==> src/rtl/dev_io_uart_if.sv <==
// if_io character interface between the control unit (master) and the UART server (slave).
interface dev_io_uart_if;
    logic       putc_push;
    logic [7:0] putc_char;
    logic       getc_pop;
    logic       getc_en;
    logic [7:0] getc_char;

    modport master (
        output putc_push,
        output putc_char,
        output getc_pop,
        input  getc_en,
        input  getc_char
    );

    modport slave (
        input  putc_push,
        input  putc_char,
        input  getc_pop,
        output getc_en,
        output getc_char
    );
endinterface

==> src/rtl/dev_io_uart.sv <==
// UART server for the if_io port: TX FIFO + 8N1 serialiser, RX deserialiser + FWFT RX FIFO.
// Optional IO_UART_LOOPBACK_EN feeds the RX synchroniser from the internal uart_tx register.
module dev_io_uart #(
    parameter int unsigned CLK_FREQ   = 12000000,
    parameter int unsigned BAUD       = 115200,
    parameter int unsigned FIFO_DEPTH = 16
) (
    input  logic         clk,
    input  logic         rst,
    dev_io_uart_if.slave io,
    output logic         uart_tx,
    input  logic         uart_rx,
    output logic         tx_busy,
    output logic         rx_overrun,
    output logic         rx_frame_err
);

    localparam int unsigned CLKS_PER_BIT = CLK_FREQ / BAUD;
    localparam int unsigned HALF_BIT     = CLKS_PER_BIT / 2;
    localparam int unsigned CNT_W        = $clog2(CLKS_PER_BIT);
    localparam int unsigned AW           = $clog2(FIFO_DEPTH);
    localparam int unsigned PTR_W        = AW + 1;

    localparam logic [CNT_W-1:0] BIT_LAST  = CNT_W'(CLKS_PER_BIT - 1);
    localparam logic [CNT_W-1:0] HALF_LAST = CNT_W'(HALF_BIT - 1);

    typedef enum logic [1:0] {TX_IDLE, TX_START, TX_DATA, TX_STOP} tx_state_e;
    typedef enum logic [1:0] {RX_IDLE, RX_START, RX_DATA, RX_STOP} rx_state_e;

    // ---------------- TX FIFO ----------------
    logic [7:0]       tx_mem_q [FIFO_DEPTH];
    logic [PTR_W-1:0] tx_wr_q;
    logic [PTR_W-1:0] tx_rd_q;
    logic             tx_empty_c;
    logic             tx_full_c;
    logic             tx_push_c;

    assign tx_empty_c = (tx_wr_q == tx_rd_q);
    assign tx_full_c  = (tx_wr_q[AW] != tx_rd_q[AW]) && (tx_wr_q[AW-1:0] == tx_rd_q[AW-1:0]);
    assign tx_push_c  = io.putc_push && !tx_full_c;

    always_ff @(posedge clk) begin
        if (tx_push_c) tx_mem_q[tx_wr_q[AW-1:0]] <= io.putc_char;
    end

    always_ff @(posedge clk or negedge rst) begin
        if (!rst)           tx_wr_q <= '0;
        else if (tx_push_c) tx_wr_q <= tx_wr_q + PTR_W'(1);
    end

    // ---------------- TX serialiser ----------------
    tx_state_e        tx_state_q;
    logic [CNT_W-1:0] tx_cnt_q;
    logic [2:0]       tx_bit_q;
    logic [7:0]       tx_shift_q;
    logic             uart_tx_q;
    logic             tx_busy_q;

    // Line level lags the state by one cycle, so every bit still lasts CLKS_PER_BIT cycles.
    always_ff @(posedge clk or negedge rst) begin
        if (!rst) begin
            tx_state_q <= TX_IDLE;
            tx_cnt_q   <= '0;
            tx_bit_q   <= '0;
            tx_shift_q <= '0;
            tx_rd_q    <= '0;
            uart_tx_q  <= 1'b1;
            tx_busy_q  <= 1'b0;
        end else begin
            tx_busy_q <= !tx_empty_c || (tx_state_q != TX_IDLE);
            case (tx_state_q)
                TX_START: uart_tx_q <= 1'b0;
                TX_DATA:  uart_tx_q <= tx_shift_q[0];
                default:  uart_tx_q <= 1'b1;
            endcase
            case (tx_state_q)
                TX_IDLE: begin
                    tx_cnt_q <= '0;
                    if (!tx_empty_c) begin
                        tx_shift_q <= tx_mem_q[tx_rd_q[AW-1:0]];
                        tx_rd_q    <= tx_rd_q + PTR_W'(1);
                        tx_state_q <= TX_START;
                    end
                end
                TX_START: begin
                    if (tx_cnt_q == BIT_LAST) begin
                        tx_cnt_q   <= '0;
                        tx_bit_q   <= '0;
                        tx_state_q <= TX_DATA;
                    end else begin
                        tx_cnt_q <= tx_cnt_q + CNT_W'(1);
                    end
                end
                TX_DATA: begin
                    if (tx_cnt_q == BIT_LAST) begin
                        tx_cnt_q   <= '0;
                        tx_shift_q <= {1'b0, tx_shift_q[7:1]};
                        if (tx_bit_q == 3'd7) tx_state_q <= TX_STOP;
                        else                  tx_bit_q   <= tx_bit_q + 3'd1;
                    end else begin
                        tx_cnt_q <= tx_cnt_q + CNT_W'(1);
                    end
                end
                TX_STOP: begin
                    if (tx_cnt_q == BIT_LAST) begin
                        tx_cnt_q   <= '0;
                        tx_state_q <= TX_IDLE;
                    end else begin
                        tx_cnt_q <= tx_cnt_q + CNT_W'(1);
                    end
                end
                default: tx_state_q <= TX_IDLE;
            endcase
        end
    end

    assign uart_tx = uart_tx_q;
    assign tx_busy = tx_busy_q;

    // ---------------- RX synchroniser ----------------
    logic rx_src_c;
    logic rx_meta_q;
    logic rx_sync_q;
    logic rx_prev_q;

`ifdef IO_UART_LOOPBACK_EN
    logic rx_pin_unused;
    assign rx_src_c      = uart_tx_q;
    assign rx_pin_unused = uart_rx;
`else
    assign rx_src_c = uart_rx;
`endif

    always_ff @(posedge clk or negedge rst) begin
        if (!rst) begin
            rx_meta_q <= 1'b1;
            rx_sync_q <= 1'b1;
            rx_prev_q <= 1'b1;
        end else begin
            rx_meta_q <= rx_src_c;
            rx_sync_q <= rx_meta_q;
            rx_prev_q <= rx_sync_q;
        end
    end

    // ---------------- RX FIFO ----------------
    logic [7:0]       rx_mem_q [FIFO_DEPTH];
    logic [PTR_W-1:0] rx_wr_q;
    logic [PTR_W-1:0] rx_rd_q;
    logic             rx_empty_c;
    logic             rx_full_c;
    logic             rx_pop_c;
    logic             rx_push_req_c;
    logic             rx_push_c;

    rx_state_e        rx_state_q;
    logic [CNT_W-1:0] rx_cnt_q;
    logic [2:0]       rx_bit_q;
    logic [7:0]       rx_shift_q;
    logic             rx_wait_q;
    logic             rx_overrun_q;
    logic             rx_frame_err_q;

    assign rx_empty_c    = (rx_wr_q == rx_rd_q);
    assign rx_full_c     = (rx_wr_q[AW] != rx_rd_q[AW]) && (rx_wr_q[AW-1:0] == rx_rd_q[AW-1:0]);
    assign rx_pop_c      = io.getc_pop && !rx_empty_c;
    assign rx_push_req_c = (rx_state_q == RX_STOP) && !rx_wait_q && (rx_cnt_q == BIT_LAST) && rx_sync_q;
    // A pop in the same cycle frees the slot, so a full FIFO still accepts the byte.
    assign rx_push_c     = rx_push_req_c && (!rx_full_c || rx_pop_c);

    always_ff @(posedge clk) begin
        if (rx_push_c) rx_mem_q[rx_wr_q[AW-1:0]] <= rx_shift_q;
    end

    always_ff @(posedge clk or negedge rst) begin
        if (!rst) begin
            rx_wr_q <= '0;
            rx_rd_q <= '0;
        end else begin
            if (rx_push_c) rx_wr_q <= rx_wr_q + PTR_W'(1);
            if (rx_pop_c)  rx_rd_q <= rx_rd_q + PTR_W'(1);
        end
    end

    assign io.getc_en   = !rx_empty_c;
    assign io.getc_char = rx_empty_c ? 8'h00 : rx_mem_q[rx_rd_q[AW-1:0]];

    // ---------------- RX deserialiser ----------------
    always_ff @(posedge clk or negedge rst) begin
        if (!rst) begin
            rx_state_q     <= RX_IDLE;
            rx_cnt_q       <= '0;
            rx_bit_q       <= '0;
            rx_shift_q     <= '0;
            rx_wait_q      <= 1'b0;
            rx_overrun_q   <= 1'b0;
            rx_frame_err_q <= 1'b0;
        end else begin
            if (rx_push_req_c && rx_full_c && !rx_pop_c) rx_overrun_q <= 1'b1;
            case (rx_state_q)
                RX_IDLE: begin
                    rx_cnt_q  <= '0;
                    rx_wait_q <= 1'b0;
                    if (rx_prev_q && !rx_sync_q) rx_state_q <= RX_START;
                end
                RX_START: begin
                    if (rx_cnt_q == HALF_LAST) begin
                        rx_cnt_q   <= '0;
                        rx_bit_q   <= '0;
                        rx_state_q <= rx_sync_q ? RX_IDLE : RX_DATA;
                    end else begin
                        rx_cnt_q <= rx_cnt_q + CNT_W'(1);
                    end
                end
                RX_DATA: begin
                    if (rx_cnt_q == BIT_LAST) begin
                        rx_cnt_q   <= '0;
                        rx_shift_q <= {rx_sync_q, rx_shift_q[7:1]};
                        if (rx_bit_q == 3'd7) rx_state_q <= RX_STOP;
                        else                  rx_bit_q   <= rx_bit_q + 3'd1;
                    end else begin
                        rx_cnt_q <= rx_cnt_q + CNT_W'(1);
                    end
                end
                RX_STOP: begin
                    // After a framing error, hold here until the line returns high.
                    if (rx_wait_q) begin
                        if (rx_sync_q) begin
                            rx_wait_q  <= 1'b0;
                            rx_state_q <= RX_IDLE;
                        end
                    end else if (rx_cnt_q == BIT_LAST) begin
                        rx_cnt_q <= '0;
                        if (rx_sync_q) begin
                            rx_state_q <= RX_IDLE;
                        end else begin
                            rx_frame_err_q <= 1'b1;
                            rx_wait_q      <= 1'b1;
                        end
                    end else begin
                        rx_cnt_q <= rx_cnt_q + CNT_W'(1);
                    end
                end
                default: rx_state_q <= RX_IDLE;
            endcase
        end
    end

    assign rx_overrun   = rx_overrun_q;
    assign rx_frame_err = rx_frame_err_q;

endmodule

==> src/flat_wrapper.sv <==
// flat-port wrapper written by rule: the top's interface ports become plain ports
module dev_io_uart_flat 
#(
    parameter int unsigned CLK_FREQ   = 12000000,
    parameter int unsigned BAUD       = 115200,
    parameter int unsigned FIFO_DEPTH = 16
)
  (clk, rst, uart_tx, uart_rx, tx_busy, rx_overrun, rx_frame_err, io_putc_push, io_putc_char, io_getc_pop, io_getc_en, io_getc_char);
  dev_io_uart_if io_i ();
  input  logic clk;
  input  logic rst;
  output logic uart_tx;
  input  logic uart_rx;
  output logic tx_busy;
  output logic rx_overrun;
  output logic rx_frame_err;
  input wire logic [$bits(io_i.putc_push)-1:0] io_putc_push;
  input wire logic [$bits(io_i.putc_char)-1:0] io_putc_char;
  input wire logic [$bits(io_i.getc_pop)-1:0] io_getc_pop;
  output wire logic [$bits(io_i.getc_en)-1:0] io_getc_en;
  output wire logic [$bits(io_i.getc_char)-1:0] io_getc_char;
  assign io_i.putc_push = io_putc_push;
  assign io_i.putc_char = io_putc_char;
  assign io_i.getc_pop = io_getc_pop;
  assign io_getc_en = io_i.getc_en;
  assign io_getc_char = io_i.getc_char;
  dev_io_uart #(.CLK_FREQ(CLK_FREQ), .BAUD(BAUD), .FIFO_DEPTH(FIFO_DEPTH)) u_core (.clk(clk), .rst(rst), .io(io_i), .uart_tx(uart_tx), .uart_rx(uart_rx), .tx_busy(tx_busy), .rx_overrun(rx_overrun), .rx_frame_err(rx_frame_err));
endmodule
==> config.mk <==
export PLATFORM = sky130hd
export DESIGN_NAME = dev_io_uart_flat
export DESIGN_NICKNAME = d
export VERILOG_FILES = /design/src/rtl/dev_io_uart_if.sv /design/src/rtl/dev_io_uart.sv /design/src/flat_wrapper.sv
export SDC_FILE = /design/constraint.sdc
export NUM_CORES = 1
export LEC_CHECK = 0
export CORE_MARGIN = 1.5
export CORE_UTILIZATION = 44
export CTS_CLUSTER_SIZE = 30
export DETAILED_ROUTE_END_ITERATION = 10
export PLACE_DENSITY_LB_ADDON = 0.12
export SYNTH_ARGS = -nofsm -noshare
export SYNTH_HDL_FRONTEND = slang
export SYNTH_SLANG_ARGS = --single-unit
==> constraint.sdc <==
create_clock -name clk -period 2.67 [get_ports clk]
set_clock_uncertainty 0.2 [all_clocks]
set_input_delay 0.534 -clock clk [delete_from_list [all_inputs] [get_ports clk]]
set_output_delay 0.534 -clock clk [all_outputs]
set_load 0.02 [all_outputs]
==> results of run 1 <==
## layout make-up
type,instances,share of cell area
Tap cell,396,0.0312
Timing Repair Buffer,92,0.0601
Clock inverter,19,0.00984
Inverter,23,0.00567
Sequential cell,324,0.591
Multi-Input combinational cell,406,0.243
Clock buffer,44,0.0586
## timing repair
action,4_1_cts,5_1_grt
setup endpoints to repair,82,94
hold buffers,1,0
resized for setup,94,8
cloned,1,0
buffers inserted,6,0
hold endpoints to repair,57,0
pin swaps,6,1
## cells in the final DEF, fill, tap and decap left out, drive strengths merged, types with 3 or more instances in the layout
master         count
and2              14
nand3             11
nor2              13
clkbuf            44
dfstp              4
o31ai              8
xnor2             25
nand3b             3
o22ai              3
clkdlybuf4s50     15
a211oi             9
buf               76
nor3b              7
ha                24
nor4b              4
inv               24
edfxtp           256
mux2              14
mux4              57
xor2               5
o21ai             27
nor2b             18
nand4              9
mux2i             20
nand2             37
clkinv            15
nor3               5
a22o               9
dfrtp             64
or2                4
and3              26
a21oi             19
o221ai             8
## critical path: cells and delay by family (launching register included)
family | cells | cell delay (ns)
flip-flops | 1 | 0.47
multiplexers | 2 | 0.98
AND/OR/NAND/NOR | 1 | 0.15
buffers and inverters | 3 | 0.38
## state kept, by name, indices dropped and copies added (netlist names), 2 cells and up, named ones only
name and flops:
u_core.rx_mem_q 128, u_core.tx_shift_q 8, u_core.tx_cnt_q 7, u_core.tx_rd_q 5, u_core.tx_mem_q 128, u_core.tx_bit_q 3, u_core.rx_cnt_q 7, u_core.rx_shift_q 8
u_core.tx_state_q 2, u_core.rx_bit_q 3, u_core.tx_wr_q 5, u_core.rx_wr_q 5, u_core.rx_rd_q 5
## metal layers
layer,vias to the layer above,track usage,wire [um]
li1,3298,-,-
met1,3663,0.241,12100
met2,173,0.326,14800
met3,40,0.0305,1200
met4,0,0.0559,597
met5,-,0,0
## metrics by stage
stage,setup WS [ns],total power [uW]
final,-0.557,12600
after floorplan,0.0327,7180
after CTS,-0.588,12800
after global routing,-0.607,13100
after global placement,-0.393,7830
after detailed placement,-0.426,7900
## how the worst min path moves through the flow
stage                                start                         end  slack (ns)  depth (start not counted)
final                     u_core.rx_meta_q            u_core.rx_sync_q        0.15                          0
after global routing      u_core.rx_meta_q            u_core.rx_sync_q        0.17                          0
after CTS                 u_core.rx_meta_q            u_core.rx_sync_q        0.16                          0
after detailed placement  u_core.rx_meta_q            u_core.rx_sync_q        0.16                          0
after global placement    u_core.rx_meta_q            u_core.rx_sync_q        0.15                          0
after floorplan                        rst  asynchronous set/reset pin        0.04                          0
## cell families (layout without fill, tap and decap cells)
group,after synthesis,count (layout)
mux,91,91
flops,324,324
buf+inv,60,178
simple gates,158,158
xor+xnor,30,30
fa+ha+maj,24,24
compound gates,103,103
## power breakdown
| group | total (uW) | switching, uW | internal [uW] |
|---|---|---|---|
| logic | 2100 | 1070 | 1030 |
| clock network | 4580 | 1900 | 2680 |
| registers | 5900 | 172 | 5730 |
==> metrics, run 1 <==
status finished with violations; failing checks negative setup slack; Synth Instances 790; Mapped Nets 827; MaxCap Viol Count 0; Die Wd 179 um; I/O Buffers 25; cell area after synthesis 13600 um^2; Max-slew headroom 0.420; Fin Hold WS 0.152 ns; Critical Path Source u_core.rx_rd_q[0]; Detail Placement HPWL 18400 um; Worst EP arrival 2.49 ns; Clock Sinks 324; area of placed instances 14700 um^2; fmax 310 MHz; fin area 15900 um^2; kind of critical path reg -> out; Top FF cell, synth edfxtp_1; Max IR drop VDD 477 uV; Mean Syn Cell Area 17.2 um^2; xor/xnor share of the synthesized area 0.0193; Multi-input gate area 3870 um^2; Num CTS Buffers 36; top cells by area, synth edfxtp_1 (56%), dfrtp_1 (12%), mux4_1 (5.8%); Yosys top cell by area edfxtp_1; vias in the first global route 7669; # diodes 0; # rows 64; Clk Latency, worst-skew pair 0.51 ns; Async SR Flop Fraction 0.210; mux cell area share after synthesis 0.129; Global Route Usage Sum 0.187; fin crit share 1.21; Yosys top cell area share 0.564; area grow syn2layout 16.7%; Non-Filler Instances 1304; Final Hold Vio Count 0; Worst R2R Start u_core.rx_rd_q[0]; number of cells on the worst reg-to-reg path 9; core area 30500 um^2; HP Class reg -> reg; clock root buffer clkbuf_16; GRT overflow 0; largest net degree at the start of global routing 63; count leader, synth edfxtp_1; CP peak stage delay 0.50 ns; register area 9400 um^2; Req. time, crit path 1.94 ns; initial antenna violation count 0; final core occ 0.521; die height 179 um; FF+latch count, synth 324; EDFF count, synth 256; sequential element share of the synthesized area 0.690; crit-path cells buf_8 -> buf_12 -> mux4_2 -> mux4_2 -> and2_4 -> buf_6; Antenna Violating Nets Remaining 0; initial DRC count 562; final setup TNS -4.48 ns; CTS tree done; power per cell area 792 nW/um^2; WL/cell 22.0 um; Synth Area in Adders 0.0220; Post-Synth Simple-Gate Area 0.0648; setup slack after layout -0.557 ns; Worst Setup End Kind output pin; WL final 28700 um; Compound-Gate Fraction of Synth Area 0.0528; count of cell types in the netlist 61; share of cells above drive strength 1 0.243; largest family of logic cells by synthesized area multiplexers; reg2reg setup slack 0.13 ns; crit start category flip-flop; Worst-Margin Slew 0.870 ns; Slew Viols, Final 0; Synth warnings 0; Filler cells 2457; Finish-stage setup viols 9; full die area 32000 um^2; Pleak 0.00623 uW; crit path to io_getc_char[0]; CP max-delay cell mux4_2; H-tree depth 2; top post-synthesis cells by count edfxtp_1 (256), dfrtp_1 (64), nand2_1 (37); highest net fanout along the worst path 6; cell repeated most along the worst path mux4_2; RSZ-0062 raised after global routing yes; Final Net Count 920; DR vias/cell 5.50; Reg-to-Reg End u_core.rx_mem_q[3][4]; Placed Cells incl. Taps 1234; Final Wtd Congestion 0.753; drt pass-1 iters 5; total I/O pin count 26; vias 7174; Final min period 3.23 ns; # DRC 0; Initial Util 0.446; Clock Path Buffers 3; Clk pin slew, worst setup/hold paths 0.06 ns; global-route wire length before repair 44500 um
Power figures use the tool's default switching activity.
==> inputs of run 2 (changes only) <==
--- a/config.mk
+++ b/config.mk
@@ -9,6 +9,7 @@
 export CORE_UTILIZATION = 44
 export CTS_CLUSTER_SIZE = 30
 export DETAILED_ROUTE_END_ITERATION = 10
+export GPL_ROUTABILITY_DRIVEN = 0
 export PLACE_DENSITY_LB_ADDON = 0.12
 export SYNTH_ARGS = -nofsm -noshare
 export SYNTH_HDL_FRONTEND = slang
==> results of run 2 <==
Same layout as run 1: the final DEF is identical, and so are final timing and power.
